`config.mk`:
```
export PLATFORM = sky130hd
export DESIGN_NAME = hack_cpu_ctrl
export DESIGN_NICKNAME = d
export VERILOG_FILES = /design/src/rtl/hack_pkg.sv /design/src/rtl/hack_jump_eval.sv /design/src/rtl/hack_cpu_ctrl.sv
export SDC_FILE = /design/constraint.sdc
export NUM_CORES = 1
export LEC_CHECK = 0
export ABC_AREA = 1
export BUFFER_PORTS_ARGS = -buffer_cell sky130_fd_sc_hd__buf_2
export CAP_MARGIN = 5
export CORE_ASPECT_RATIO = 0.8
export CORE_UTILIZATION = 35
export DETAILED_ROUTE_END_ITERATION = 6
export PLACE_DENSITY = 0.53
export SLEW_MARGIN = 20
export SYNTH_ARGS = -nofsm -noshare
export SYNTH_HDL_FRONTEND = slang
export SYNTH_SLANG_ARGS = --single-unit
```
`constraint.sdc`:
```
create_clock -name clk -period 1.75 [get_ports clk]
set_input_delay 0.0875 -clock clk [delete_from_list [all_inputs] [get_ports clk]]
set_output_delay 0.0875 -clock clk [all_outputs]
set_load 0.01 [all_outputs]
```
`src/rtl/hack_pkg.sv`:
```
// rtl/hack_pkg.sv - shared state enum and instruction field constants for the Hack control core
package hack_pkg;

  // HALT only exists when HACK_HALT_DETECT_EN is defined
`ifdef HACK_HALT_DETECT_EN
  typedef enum logic [2:0] {
    ST_FETCH  = 3'd0,
    ST_DECODE = 3'd1,
    ST_MREAD  = 3'd2,
    ST_EXEC   = 3'd3,
    ST_MWRITE = 3'd4,
    ST_HALT   = 3'd5
  } state_t;
`else
  typedef enum logic [2:0] {
    ST_FETCH  = 3'd0,
    ST_DECODE = 3'd1,
    ST_MREAD  = 3'd2,
    ST_EXEC   = 3'd3,
    ST_MWRITE = 3'd4
  } state_t;
`endif

  // instruction word field positions
  localparam int IS_C    = 15;
  localparam int A_BIT   = 12;
  localparam int CTRL_HI = 11;
  localparam int CTRL_LO = 6;
  localparam int DEST_HI = 5;
  localparam int DEST_LO = 3;
  localparam int JMP_HI  = 2;
  localparam int JMP_LO  = 0;

  // bit positions inside the 3-bit dest field
  localparam int D_A = 2;
  localparam int D_D = 1;
  localparam int D_M = 0;

  // bit positions inside the 3-bit jump field
  localparam int J_LT = 2;
  localparam int J_EQ = 1;
  localparam int J_GT = 0;

endpackage

```
`src/rtl/hack_jump_eval.sv`:
```
// rtl/hack_jump_eval.sv - combinational jump condition from the jump field and ALU flags
module hack_jump_eval
  import hack_pkg::*;
(
  input  logic [2:0] jmp,
  input  logic       zr,
  input  logic       ng,
  output logic       take
);

  // positive means neither negative nor zero
  always_comb begin
    take = (jmp[J_LT] & ng) | (jmp[J_EQ] & zr) | (jmp[J_GT] & ~ng & ~zr);
  end

endmodule

```
`src/rtl/hack_cpu_ctrl.sv`:
```
// rtl/hack_cpu_ctrl.sv - multi-cycle Hack control/datapath core (optional HACK_HALT_DETECT_EN)
module hack_cpu_ctrl
  import hack_pkg::*;
#(
  parameter logic [15:0] PC_RESET = 16'd0,
  parameter int          ADDR_W   = 15
) (
  input  logic              clk,
  input  logic              rst_n,
  output logic              rom_req,
  output logic [ADDR_W-1:0] rom_addr,
  input  logic              rom_ack,
  input  logic [15:0]       rom_data,
  output logic              mem_req,
  output logic              mem_we,
  output logic [ADDR_W-1:0] mem_addr,
  output logic [15:0]       mem_wdata,
  input  logic              mem_ack,
  input  logic [15:0]       mem_rdata,
  output logic [15:0]       alu_x,
  output logic [15:0]       alu_y,
  output logic [5:0]        alu_ctrl,
  input  logic [15:0]       alu_out,
  input  logic              alu_zr,
  input  logic              alu_ng,
  output logic [15:0]       pc_out,
  output logic              halted
);

  state_t      state;
  logic [15:0] a_reg;
  logic [15:0] d_reg;
  logic [15:0] m_reg;
  logic [15:0] instr;
  logic [15:0] pc;
  logic [15:0] old_a;
  logic        take;
  logic        take_r;
  logic [2:0]  dest;
  logic [2:0]  jmp;

  assign dest     = instr[DEST_HI:DEST_LO];
  assign jmp      = instr[JMP_HI:JMP_LO];
  assign rom_addr = pc[ADDR_W-1:0];
  assign pc_out   = pc;
  assign alu_x    = d_reg;
  assign alu_y    = instr[A_BIT] ? m_reg : a_reg;
  assign alu_ctrl = instr[CTRL_HI:CTRL_LO];

`ifdef HACK_HALT_DETECT_EN
  logic halted_r;
  logic halt_hit;
  // an unconditional jump onto itself can never make progress
  assign halt_hit = (jmp == 3'b111) && (a_reg == pc);
  assign halted   = halted_r;
`else
  assign halted = 1'b0;
`endif

  hack_jump_eval u_jump_eval (
    .jmp  (jmp),
    .zr   (alu_zr),
    .ng   (alu_ng),
    .take (take)
  );

  // sequencer: fetch, decode, optional M read, execute, optional M write
  always_ff @(posedge clk or negedge rst_n) begin
    if (!rst_n) begin
      state     <= ST_FETCH;
      rom_req   <= 1'b0;
      mem_req   <= 1'b0;
      mem_we    <= 1'b0;
      mem_addr  <= '0;
      mem_wdata <= 16'd0;
      a_reg     <= 16'd0;
      d_reg     <= 16'd0;
      m_reg     <= 16'd0;
      instr     <= 16'd0;
      pc        <= PC_RESET;
      old_a     <= 16'd0;
      take_r    <= 1'b0;
`ifdef HACK_HALT_DETECT_EN
      halted_r  <= 1'b0;
`endif
    end else begin
      case (state)
        ST_FETCH: begin
          // request goes up one cycle after entry so a stale ack cannot be taken
          if (!rom_req) begin
            rom_req <= 1'b1;
          end else if (rom_ack) begin
            instr   <= rom_data;
            rom_req <= 1'b0;
            state   <= ST_DECODE;
          end
        end
        ST_DECODE: begin
          if (!instr[IS_C]) begin
            a_reg <= instr;
            pc    <= pc + 16'd1;
            state <= ST_FETCH;
          end else if (instr[A_BIT]) begin
            mem_req  <= 1'b1;
            mem_we   <= 1'b0;
            mem_addr <= a_reg[ADDR_W-1:0];
            state    <= ST_MREAD;
          end else begin
            state <= ST_EXEC;
          end
        end
        ST_MREAD: begin
          if (mem_ack) begin
            m_reg   <= mem_rdata;
            mem_req <= 1'b0;
            state   <= ST_EXEC;
          end
        end
        ST_EXEC: begin
          if (dest[D_A]) a_reg <= alu_out;
          if (dest[D_D]) d_reg <= alu_out;
          // keep pre-write A and the flags for a jump resolved after MWRITE
          old_a  <= a_reg;
          take_r <= take;
`ifdef HACK_HALT_DETECT_EN
          if (halt_hit) halted_r <= 1'b1;
`endif
          if (dest[D_M]) begin
            mem_wdata <= alu_out;
            mem_addr  <= a_reg[ADDR_W-1:0];
            mem_req   <= 1'b1;
            mem_we    <= 1'b1;
            state     <= ST_MWRITE;
          end else begin
            pc <= take ? a_reg : pc + 16'd1;
`ifdef HACK_HALT_DETECT_EN
            state <= halt_hit ? ST_HALT : ST_FETCH;
`else
            state <= ST_FETCH;
`endif
          end
        end
        ST_MWRITE: begin
          if (mem_ack) begin
            mem_req <= 1'b0;
            mem_we  <= 1'b0;
            pc      <= take_r ? old_a : pc + 16'd1;
`ifdef HACK_HALT_DETECT_EN
            state   <= halted_r ? ST_HALT : ST_FETCH;
`else
            state   <= ST_FETCH;
`endif
          end
        end
`ifdef HACK_HALT_DETECT_EN
        ST_HALT: begin
          state <= ST_HALT;
        end
`endif
        default: begin
          state <= ST_FETCH;
        end
      endcase
    end
  end

endmodule

```
# ---- After elaboration in Yosys (flattened, before gate mapping)
# Cells that the tools add are included.
dict set report classes {
  add_sub_neg 1
  n_eq_ne 15
  n_mux 32
  bitwise 8
  n_reduce_logical 15
}
# operator count
set ops {}
lappend ops {{2-to-1 mux 16 bit} 8}
lappend ops {{case mux 16 bit (3 select lines)} 1}
lappend ops {{2-to-1 mux 15 bit} 3}
lappend ops {{case mux 16 bit (2 select lines)} 1}
lappend ops {{case mux 15 bit (2 select lines)} 1}
lappend ops {{!= test 2 bit (second input constant)} 10}
lappend ops {{adder 16 x 1 -> 16 bit (second input constant)} 1}
lappend ops {{2-to-1 mux 3 bit} 5}
lappend ops {{case mux 3 bit (5 select lines)} 1}
lappend ops {{AND reduction 4 bit} 3}
lappend ops {{AND reduction 5 bit} 2}
lappend ops {{2-to-1 mux 1 bit} 9}
lappend ops {{== test 3 x 2 -> 1 bit (second input constant)} 2}
lappend ops {{case mux 1 bit (3 select lines)} 2}
lappend ops {{AND reduction 2 bit} 3}
lappend ops {{AND reduction 3 bit} 2}
lappend ops {{nonzero test 3 bit} 2}
lappend ops {{AND 1 bit} 4}
lappend ops {{== test 3 x 1 -> 1 bit (second input constant)} 1}
lappend ops {{== test 3 bit (second input constant)} 1}
lappend ops {{zero test 3 bit} 1}
lappend ops {{2-to-1 mux 2 bit} 1}
lappend ops {{!= test 2 x 1 -> 1 bit (second input constant)} 1}
lappend ops {{inverter 1 bit} 2}
lappend ops {{other kinds (3)} 4}
dict set report word_totals {
  reg_bits 134
  input_bits 54
  out_inout_bits 104
}

# ---- Logic depth before layout (Yosys ltp)
# Gate-level depths: netlist of the first run.
dict set report depth {
  word_depth 7
  depth_mapped 11
  mapped_depth_nobuf 11
}

# ---- Cells and area by module
# Synthesis of the first run repeated with hierarchy kept, for this count alone.
dict set report hier_totals {
  cells_unflattened 751
  area_unflattened_um2 6426.2
}
# module n_inst cells_each area_each_um2 seq_area_each_um2
set by_module_without_submodules {}
lappend by_module_without_submodules {hack_cpu_ctrl 1 744 6396.1 3353.2}
lappend by_module_without_submodules {hack_jump_eval 1 7 30.0 0.0}

# ---- Worst setup path after synthesis of the first run
# No wires, ideal clock.
dict set report synth_path {
  path_kind {register -> register}
  start {register pc[0] (netlist: pc_out[0])}
  end {register pc[12] (netlist: pc_out[12])}
  setup_ns 0.113
  t_arrival_ns 1.477
  setup_slack_ns 0.160
  stages_incl_launch_ff 11
  period_less_slack_ns 1.590
  path_cell_list {dfrtp_1 ha_1 nand2_1 nor2_1 nand3_1 nand2_1 nand2_1 nand2_1 nand3_1 nand2_1 inv_1}
}
dict set report synth_between {
  elab_chain_cells 4
}
# element line
set synth_lines {}
lappend synth_lines {{start, declared} hack_cpu_ctrl.sv:35} ;# logic [15:0] pc;
lappend synth_lines {{start signal, assigned} hack_cpu_ctrl.sv:101} ;# pc <= pc + 16'd1;
lappend synth_lines {{start signal, assigned} hack_cpu_ctrl.sv:135} ;# pc <= take ? a_reg : pc + 16'd1;
lappend synth_lines {{start signal, assigned} hack_cpu_ctrl.sv:147} ;# pc <= take_r ? old_a : pc + 16'd1;
lappend synth_lines {{adder 16 x 1 -> 16 bit *} {hack_cpu_ctrl.sv:101, hack_cpu_ctrl.sv:135, hack_cpu_ctrl.sv:147}}
lappend synth_lines {{2-to-1 mux 16 bit (on tied branches)} {hack_cpu_ctrl.sv:147, hack_cpu_ctrl.sv:135}}
lappend synth_lines {{2-to-1 mux 16 bit (on tied branches)} {hack_cpu_ctrl.sv:144, hack_cpu_ctrl.sv:128}}
lappend synth_lines {{case mux 16 bit (3 select lines) *} hack_cpu_ctrl.sv:87} ;# case (state)
# Mark *: on every way between the ends. The rest lies on a longest branch, timed or not. The select of a mux whose other input is x is not followed.
# A chain may end at the register's enable or synchronous reset.

# ---- Final worst setup path of the first run
dict set report layout_path {
  start {register state[2]}
  end {register a_reg[14]}
}
dict set report layout_between {
  elab_chain_cells 3
}
# element line
set layout_lines {}
lappend layout_lines {{start, declared} hack_cpu_ctrl.sv:30} ;# state_t state;
lappend layout_lines {{start signal, assigned} hack_cpu_ctrl.sv:70} ;# state <= ST_FETCH;
lappend layout_lines {{start signal, assigned} hack_cpu_ctrl.sv:95} ;# state <= ST_DECODE;
lappend layout_lines {{start signal, assigned} hack_cpu_ctrl.sv:102} ;# state <= ST_FETCH;
lappend layout_lines {{== test 3 x 1 -> 1 bit / == test 3 x 2 -> 1 bit (equally long branches)} hack_cpu_ctrl.sv:87}
lappend layout_lines {{!= test 2 bit (no line) / nonzero test 2 bit (equally long branches)} --}
lappend layout_lines {{AND reduction 3 bit (no line)} --}
lappend layout_lines {{end signal, assigned} hack_cpu_ctrl.sv:100} ;# a_reg <= instr;
lappend layout_lines {{end signal, assigned} hack_cpu_ctrl.sv:120} ;# if (dest[D_A]) a_reg <= alu_out;
lappend layout_lines {{end, declared} hack_cpu_ctrl.sv:31} ;# logic [15:0] a_reg;
# Several ways; a longest one is shown, not always the timed one.

==> impl_results.md, run 1 <==
- Overall track demand over capacity in global routing: 20.7%
- Clock input transition at the sequential cells of the worst setup and hold paths: approximately 0.060 ns
- Number of rows in the core area: 43
- Quantity of I/O buffers inserted on ports: 156
- Setup slack of the worst register-to-register path: 0.11 ns
- Final Critical Period: 1.64 ns
- Area of all sequential standard cells: 3360 µm²
- GRT overflow: 0
- Fillers: 1665
- Count of inserted antenna diode cells: 0
- Logic gate share of total power: between 40% and 50%
- Portion of the clock cycle consumed by the worst path in the final layout: 93.9%
- Psw: roughly 6900 µW
- Floorplan die height: about 120 µm
- Worst hold margin: 0.00918 ns
- Critical Path Sink Type: flop
- CP Max Fanout: 21
- Critical Path Source Type: flop
- Sum of negative setup slack: 0 ns
- R2R depth: 9
- Routed wire length per instance: 15.0 µm
- Source-to-sink clock delay at the later pin of the worst-skew pair: 0.43 ns
- Number of H-tree levels: 4
- Power per cell area: 1980 nW/µm²
- Area of the mapped netlist: 6310 µm²
- Top-level I/O count: between 150 and 200
- Ordered cell list for the critical path: inv_1, nand2_2, nor2_4, buf_4, nand2_1, nand2_1, buf_12, o211ai_1, o21ai_0
- Post-synthesis register bit count: 134
- Count of synthesis-stage warnings from yosys: 0
- Crit. path cell count: 9
- Core region area: around 17000 µm²
- Sw frac: 41.1%
- Root buffer cell: sky130_fd_sc_hd__clkbuf_16
- Tot Pwr: 16900 µW
- Status: finished with violations
- Width of the chip: roughly 150 µm
- Vias per inst: 4.70
- Crit path capture: a_reg[14]
- Synthesis-to-layout area growth: 35.0%
- Final antenna-violating net count: 0
- Total clock sinks: 134
- Residual DRC: 13
- Synthesized net count: slightly below 800
- Leak pwr: 0.00432 µW
- Max-slew headroom: 62.6%
- Largest net degree at the start of global routing: 50
- Synthesized netlist cell count: around 730
- Area enclosed by the die boundary: ~19000 µm²
- Slowest cell on the critical path: sky130_fd_sc_hd__dfrtp_1
- Sequential-to-total area share from yosys stat: 53.1%
- Number of global-route vias before repair: 5706
- Initial antenna violation count: 0
- Syn Area/Cell: ~8.6 µm²
- Detailed-route wire length: 17600 µm
- Relative contribution of sequential cells to total power: 33.5%
- Type of the most critical hold path: in -> reg
- Worst ir drop on vdd: 0.896 mV
- Initial standard-cell utilization of the core: 36.1%
- Required time of the critical path: approximately 2.1 ns
- Wire length of the first global-routing pass: ~30000 µm
- Total area of multi-input combinational cells: 2430 µm²
- Number of max-slew violations in the final report: 0
- TritonCTS clock tree: built
- Category of the critical setup timing path: reg -> reg
- Total number of vias: 5529
- Clk network pwr share: 22.1%
- Library cells used by synthesis: 31
- Num CTS Buffers: 17
- Power Internal: about 9900 µW
- Final setup violation count: 0
- NumNets Final: 994
- First-iteration detailed-routing DRC count: 290
- Crit Reg-Reg Startpoint: state[2]
- Delay of the slowest cell on the worst path: 0.37 ns
- RSZ-0062 raised after global routing: true
- Number of hold violations in the final report: 0
- Worst R2R End: a_reg[14]
- Final core utilization: 48.7%
- Gpl congestion: just over 0.8
- Crit path buffers/inverters: 3
- Final HPWL from detailed placement: 12600 µm
- Max cap viols: 0
- CP startpoint: state[2]
- Maximum clock rate: 609 MHz
- Failing checks: design-rule violations
- Minimum setup slack after placement: ~0.043 ns
- Final worst-path setup slack: 0.108 ns
- Layout cells sized above 1: 28.0%
- Cell type group with the largest total delay on the critical path: simple AND/OR/NAND/NOR gates
- Most prevalent standard cell on the critical path: sky130_fd_sc_hd__nand2_1
- Clock Tree Buf Depth: 2
- DR pass1 iterations: 6
- Data arrival time of the worst path: about 2.0 ns
- Final clock skew: 0.00974 ns
- Slew at the pin closest to its max-slew limit: around 0.56 ns
==> power groups by stage <==
stage | Clock (µW) | Combinational [µW] | Sequential [µW]
2_1_floorplan | 0 | 4480 | 5830
3_3_place_gp | 0 | 7290 | 5670
3_5_place_dp | 0 | 7370 | 5680
4_1_cts | 3790 | 7460 | 5660
5_1_grt | 3930 | 8560 | 5890
6_report | 3730 | 7490 | 5650
==> worst reg2reg max path, stage by stage, from the launching register on <==
cell and delay, ns:
sky130_fd_sc_hd__dfrtp_1 0.37, sky130_fd_sc_hd__inv_1 0.08, sky130_fd_sc_hd__nand2_2 0.11, sky130_fd_sc_hd__nor2_4 0.21, sky130_fd_sc_hd__buf_4 0.14, sky130_fd_sc_hd__nand2_1 0.04
sky130_fd_sc_hd__nand2_1 0.21, sky130_fd_sc_hd__buf_12 0.19, sky130_fd_sc_hd__o211ai_1 0.12, sky130_fd_sc_hd__o21ai_0 0.09
==> kinds of logic (layout without fill, tap and decap cells) <==
group / after synthesis / after routing / synth area share [%]
xor+xnor: 8 / 8 / 1.11
fa+ha+maj: 1 / 1 / 0.198
other cells: 1 / 1 / 0.0594
flops: 134 / 134 / 53.1
simple gates: 302 / 303 / 19.6
compound gates: 142 / 142 / 12.0
mux: 29 / 29 / 5.18
buf+inv: 115 / 334 / 8.76
==> metrics by stage <==
step	instances	area [µm²]
after floorplan	732	6310
after global placement	1091	7350
after detailed placement	1091	7350
after CTS	1173	8460
after global routing	1177	8520
final	1177	8520
==> synth_stat cells <==
| library cell | n | area (µm²) |
|---|---|---|
| sky130_fd_sc_hd__nand2_1 | 209 | 785 |
| sky130_fd_sc_hd__dfrtp_1 | 134 | 3350 |
| sky130_fd_sc_hd__o21ai_0 | 101 | 505 |
| sky130_fd_sc_hd__inv_1 | 61 | 229 |
| sky130_fd_sc_hd__nor2_1 | 55 | 206 |
| sky130_fd_sc_hd__mux2_2 | 29 | 327 |
| sky130_fd_sc_hd__buf_4 | 25 | 188 |
| sky130_fd_sc_hd__nand3_1 | 23 | 115 |
| sky130_fd_sc_hd__a21oi_1 | 14 | 70.1 |
| sky130_fd_sc_hd__clkbuf_1 | 14 | 52.6 |
| sky130_fd_sc_hd__o211ai_1 | 14 | 105 |
| sky130_fd_sc_hd__o21ai_1 | 10 | 50.1 |
| sky130_fd_sc_hd__buf_2 | 9 | 45.0 |
| sky130_fd_sc_hd__nand4_1 | 6 | 37.5 |
| sky130_fd_sc_hd__xor2_1 | 5 | 43.8 |
| sky130_fd_sc_hd__nor2_4 | 3 | 33.8 |
| sky130_fd_sc_hd__xnor2_1 | 3 | 26.3 |
| sky130_fd_sc_hd__buf_6 | 2 | 22.5 |
| sky130_fd_sc_hd__inv_2 | 2 | 7.51 |
| sky130_fd_sc_hd__nand2_2 | 2 | 12.5 |
| sky130_fd_sc_hd__a22oi_1 | 1 | 7.51 |
| sky130_fd_sc_hd__buf_1 | 1 | 3.75 |
| sky130_fd_sc_hd__clkbuf_2 | 1 | 5.00 |
| sky130_fd_sc_hd__conb_1 | 1 | 3.75 |
| sky130_fd_sc_hd__ha_1 | 1 | 12.5 |
| sky130_fd_sc_hd__nand3_2 | 1 | 10.0 |
| sky130_fd_sc_hd__nand3_4 | 1 | 17.5 |
| sky130_fd_sc_hd__nand4_2 | 1 | 12.5 |
| sky130_fd_sc_hd__nor2_2 | 1 | 6.26 |
| sky130_fd_sc_hd__o2111ai_1 | 1 | 8.76 |
| sky130_fd_sc_hd__o21bai_1 | 1 | 7.51 |
==> metal layers <==
layer,global-route usage (%),part of all wire (%)
met3,5.62,5.8
met1,28.6,50
met4,6.25,1.3
met2,31.7,43
met5,0,0
==> what timing repair did <==
| item | in CTS | in global routing |
|---|---|---|
| resized for setup | 0 | 8 |
| buffers inserted | 0 | 3 |
| endpoints found under the setup margin | 0 | 47 |
| hold buffers | 50 | 0 |
| hold endpoints to repair | 108 | 0 |
==> area by class of cell <==
| cell class | count | area share (%) |
|---|---|---|
| multi-input cells | 484 | 28.5 |
| inverters | 63 | 2.78 |
| repair buffers | 239 | 18.8 |
| clock buffers | 18 | 5.15 |
| clock inverters | 14 | 2.06 |
| well taps | 225 | 3.30 |
| flip-flops and latches | 134 | 39.4 |
==> cell usage in the layout, fill, tap and decap left out, types with 2 or more instances in the layout <==
cell | synthesis | final
sky130_fd_sc_hd__xor2_1 | 5 | 5
sky130_fd_sc_hd__buf_12 | 0 | 5
sky130_fd_sc_hd__nand2_2 | 2 | 2
sky130_fd_sc_hd__dfrtp_1 | 134 | 132
sky130_fd_sc_hd__nand2_1 | 209 | 208
sky130_fd_sc_hd__mux2_2 | 29 | 29
sky130_fd_sc_hd__inv_6 | 0 | 2
sky130_fd_sc_hd__buf_2 | 9 | 155
sky130_fd_sc_hd__nor2_2 | 1 | 2
sky130_fd_sc_hd__xnor2_1 | 3 | 3
sky130_fd_sc_hd__nand3_1 | 23 | 22
sky130_fd_sc_hd__bufinv_16 | 0 | 3
sky130_fd_sc_hd__clkinv_2 | 0 | 2
sky130_fd_sc_hd__dlygate4sd3_1 | 0 | 50
sky130_fd_sc_hd__o21ai_0 | 101 | 101
sky130_fd_sc_hd__o211ai_1 | 14 | 14
sky130_fd_sc_hd__nand3_2 | 1 | 2
sky130_fd_sc_hd__clkinv_4 | 0 | 4
sky130_fd_sc_hd__buf_4 | 25 | 27
sky130_fd_sc_hd__a21oi_1 | 14 | 14
sky130_fd_sc_hd__inv_2 | 2 | 2
sky130_fd_sc_hd__clkbuf_16 | 0 | 17
sky130_fd_sc_hd__dfrtp_2 | 0 | 2
sky130_fd_sc_hd__buf_6 | 2 | 2
sky130_fd_sc_hd__o21ai_1 | 10 | 10
sky130_fd_sc_hd__inv_1 | 61 | 61
sky130_fd_sc_hd__nor2_4 | 3 | 4
sky130_fd_sc_hd__clkinvlp_4 | 0 | 3
sky130_fd_sc_hd__nor2_1 | 55 | 54
sky130_fd_sc_hd__nand4_1 | 6 | 6
==> worst min-delay path by stage <==
stage / start / end / slack (ns) / depth (start not counted)
floorplan: rst_n / a_reg[0] / -0.21 / 0
global placement: rst_n / mem_wdata[8] / 0.08 / 1
detailed placement: rst_n / mem_wdata[10] / 0.08 / 1
CTS: rom_ack / rom_req / 0.002 / 4
global route: rom_ack / rom_req / 0.04 / 4
finish: rom_ack / rom_req / 0.009 / 4
(Power assumes the default switching activity.)
==> run 2: changes to the inputs <==
--- a/config.mk
+++ b/config.mk
@@ -8,10 +8,12 @@
 export ABC_AREA = 1
 export BUFFER_PORTS_ARGS = -buffer_cell sky130_fd_sc_hd__buf_2
 export CAP_MARGIN = 5
+export CELL_PAD_IN_SITES_DETAIL_PLACEMENT = 1
+export CELL_PAD_IN_SITES_GLOBAL_PLACEMENT = 1
 export CORE_ASPECT_RATIO = 0.8
-export CORE_UTILIZATION = 35
+export CORE_UTILIZATION = 39
 export DETAILED_ROUTE_END_ITERATION = 6
-export PLACE_DENSITY = 0.53
+export PLACE_DENSITY = 0.78
 export SLEW_MARGIN = 20
 export SYNTH_ARGS = -nofsm -noshare
 export SYNTH_HDL_FRONTEND = slang
==> impl_results.md, run 2 (same netlist as run 1, synthesis figures left out) <==
- Status: complete, no violations (was finished with violations)
- Initial antenna violation count: 0 (unchanged)
- Critical Path Source Type: flop (unchanged)
- Root buffer cell: sky130_fd_sc_hd__clkbuf_16 (unchanged)
- Logic gate share of total power: 46.8% (was 44.4%)
- Clock Tree Buf Depth: 2 (unchanged)
- Top-level I/O count: 158 (unchanged)
- Clock input transition at the sequential cells of the worst setup and hold paths: 0.06 ns (about the same)
- Leak pwr: 0.00434 µW (was 0.00432 µW)
- Power Internal: 10000 µW (was 9930 µW)
- Overall track demand over capacity in global routing: 27.2% (was 20.7%)
- Count of inserted antenna diode cells: 0 (unchanged)
- Quantity of I/O buffers inserted on ports: 156 (unchanged)
- Minimum setup slack after placement: -0.0168 ns (was 0.0434 ns)
- Portion of the clock cycle consumed by the worst path in the final layout: 96.0% (was 93.9%)
- Area of all sequential standard cells: 3360 µm² (about the same)
- Number of hold violations in the final report: 0 (unchanged)
- Critical Path Sink Type: flop (unchanged)
- Sw frac: 43.3% (was 41.1%)
- Number of max-slew violations in the final report: 0 (unchanged)
- Final Critical Period: 1.68 ns (was 1.64 ns)
- Source-to-sink clock delay at the later pin of the worst-skew pair: 0.43 ns (about the same)
- Routed wire length per instance: 18.3 µm (was 15.0 µm)
- Residual DRC: 0 (was 13)
- Hold_sp: alu_out[3] (was rom_ack)
- NumNets Final: 993 (was 994)
- Vias per inst: 5.10 (was 4.70)
- Final HPWL from detailed placement: 13900 µm (was 12600 µm)
- Max cap viols: 0 (unchanged)
- Clk network pwr share: 20.8% (was 22.1%)
- Gpl congestion: 0.803 (was 0.807)
- Hold Path Depth: 3 (was 4)
- Fillers: 1923 (was 1665)
- Maximum clock rate: 595 MHz (was 609 MHz)
- First-iteration detailed-routing DRC count: 293 (was 290)
- Width of the chip: 144 µm (was 152 µm)
- Category of the critical setup timing path: reg -> reg (unchanged)
- Total number of vias: 5948 (was 5529)
- Initial standard-cell utilization of the core: 39.9% (was 36.1%)
- Num CTS Buffers: 17 (unchanged)
- Largest net degree at the start of global routing: 47 (was 50)
- Number of global-route vias before repair: 6239 (was 5706)
- Final worst-path setup slack: 0.0705 ns (was 0.108 ns)
- Core region area: 15800 µm² (was 17500 µm²)
- Wire length of the first global-routing pass: 33500 µm (was 29700 µm)
- Worst R2R End: a_reg[12] (was a_reg[14])
- Setup slack of the worst register-to-register path: 0.07 ns (was 0.11 ns)
- Synthesis-to-layout area growth: 36.0% (was 35.0%)
- Worst ir drop on vdd: 1.06 mV (was 0.896 mV)
- Area enclosed by the die boundary: 16700 µm² (was 18600 µm²)
- Max-slew headroom: 62.3% (was 62.6%)
- Final clock skew: 0.00995 ns (was 0.00974 ns)
- Worst hold path endpoint: alu_x[3] (was rom_req)
- Worst hold margin: 0.0158 ns (was 0.00918 ns)
- Data arrival time of the worst path: 1.96 ns (was 1.98 ns)
- Commonest non-fill, non-tap cell in the layout: sky130_fd_sc_hd__nand2_1 (unchanged)
- Number of H-tree levels: 4 (unchanged)
- Detailed-route wire length: 21400 µm (was 17600 µm)
- Total clock sinks: 134 (unchanged)
- Tot Pwr: 17700 µW (was 16900 µW)
- Type of the most critical hold path: in -> reg (unchanged)
- Most used cells in the layout excluding fill and tap cells: sky130_fd_sc_hd__nand2_1, sky130_fd_sc_hd__buf_2, sky130_fd_sc_hd__dfrtp_1, sky130_fd_sc_hd__o21ai_0, sky130_fd_sc_hd__inv_1 (unchanged)
- Required time of the critical path: 2.03 ns (was 2.09 ns)
- Layout cells sized above 1: 29.3% (was 28.0%)
- DR pass1 iterations: 5 (was 6)
- GRT overflow: 0 (unchanged)
- Floorplan die height: 116 µm (was 122 µm)
- Slew at the pin closest to its max-slew limit: 0.565 ns (was 0.559 ns)
- Number of rows in the core area: 41 (was 43)
- Power per cell area: 2060 nW/µm² (was 1980 nW/µm²)
- R2R depth: 6 (was 9)
- TritonCTS clock tree: built (unchanged)
- Total area of multi-input combinational cells: 2450 µm² (was 2430 µm²)
- Final antenna-violating net count: 0 (unchanged)
- Relative contribution of sequential cells to total power: 32.5% (was 33.5%)
- Crit Reg-Reg Startpoint: state[1] (was state[2])
- Final setup violation count: 0 (unchanged)
- Psw: 7660 µW (was 6940 µW)
- CP Max Fanout: 15 (was 21)
-- run 2: cell count changes in the layout (fill, tap and decap cells not counted), moves of 2 or more --
cell / change
sky130_fd_sc_hd__buf_4: -2
sky130_fd_sc_hd__o21ai_1: +2
sky130_fd_sc_hd__o21ai_0: -2
sky130_fd_sc_hd__dlygate4sd3_1: -3
sky130_fd_sc_hd__nand2_1: -4
sky130_fd_sc_hd__clkinv_2: -2
sky130_fd_sc_hd__buf_12: +2
sky130_fd_sc_hd__inv_1: -2
sky130_fd_sc_hd__nand2_2: +4
sky130_fd_sc_hd__inv_6: +2
-- run 2: stage by stage --
step / cells / utilization (%) / TNS (ns) / instance area, µm²
floorplan: 732 / - / 0 / 6310
global placement: 1078 / 46.4 / -0.00329 / 7330
detailed placement: 1078 / 46.4 / -0.0204 / 7330
CTS: 1159 / 53.4 / 0 / 8440
global route: 1166 / 54.3 / -0.00402 / 8580
finish: 1166 / 54.3 / 0 / 8580
-- run 2: final cells by class --
class,instances,share of cell area (%)
repair buffers,239,19.4
well taps,215,3.14
inverters,63,2.79
clock buffers,17,4.96
flip-flops and latches,134,39.1
clock inverters,15,2.01
multi-input cells,483,28.6
-- run 2: layer usage --
metal / vias to the layer above / wire length [µm] / GRT usage, %
li1: 2762 / - / -
met1: 2955 / 9630 / 35.6
met2: 180 / 10000 / 44.0
met3: 51 / 1100 / 7.36
met4: 0 / 601 / 9.12
met5: - / 0 / 0
-- run 2: worst max path at each step --
| stage | cells past startpoint | startpoint | end |
|---|---|---|---|
| detailed placement | 11 | state[0] | pc_out[13] |
| global route | 9 | state[2] | mem_addr[3] |
| floorplan | 10 | pc_out[0] | pc_out[12] |
| CTS | 9 | state[2] | mem_addr[5] |
| global placement | 11 | state[0] | pc_out[13] |
| finish | 6 | state[1] | a_reg[12] |
-- run 2: what timing repair did --
action | in CTS | in global routing
resized for setup | 2 | 24
setup buffers | 1 | 6
pin swaps | 1 | 4
endpoints found under the setup margin | 4 | 53
cloned | 1 | 1
hold buffers | 47 | 0
hold endpoints to repair | 189 | 0
-- run 2: critical path, cell delays in order, from the launching register on --
cell and delay (ns):
sky130_fd_sc_hd__dfrtp_1 0.42, sky130_fd_sc_hd__inv_1 0.16, sky130_fd_sc_hd__nor2_4 0.10, sky130_fd_sc_hd__buf_4 0.14
sky130_fd_sc_hd__bufbuf_16 0.28, sky130_fd_sc_hd__o211ai_1 0.26, sky130_fd_sc_hd__o21ai_0 0.17
-- run 2: power groups by stage --
stage | Combinational (µW) | Clock (µW) | Sequential (µW)
after CTS | 7790 | 3700 | 5700
final | 8280 | 3670 | 5750
after floorplan | 4480 | 0 | 5830
after global placement | 7200 | 0 | 5660
after detailed placement | 7530 | 0 | 5710
after global routing | 9210 | 3860 | 5940
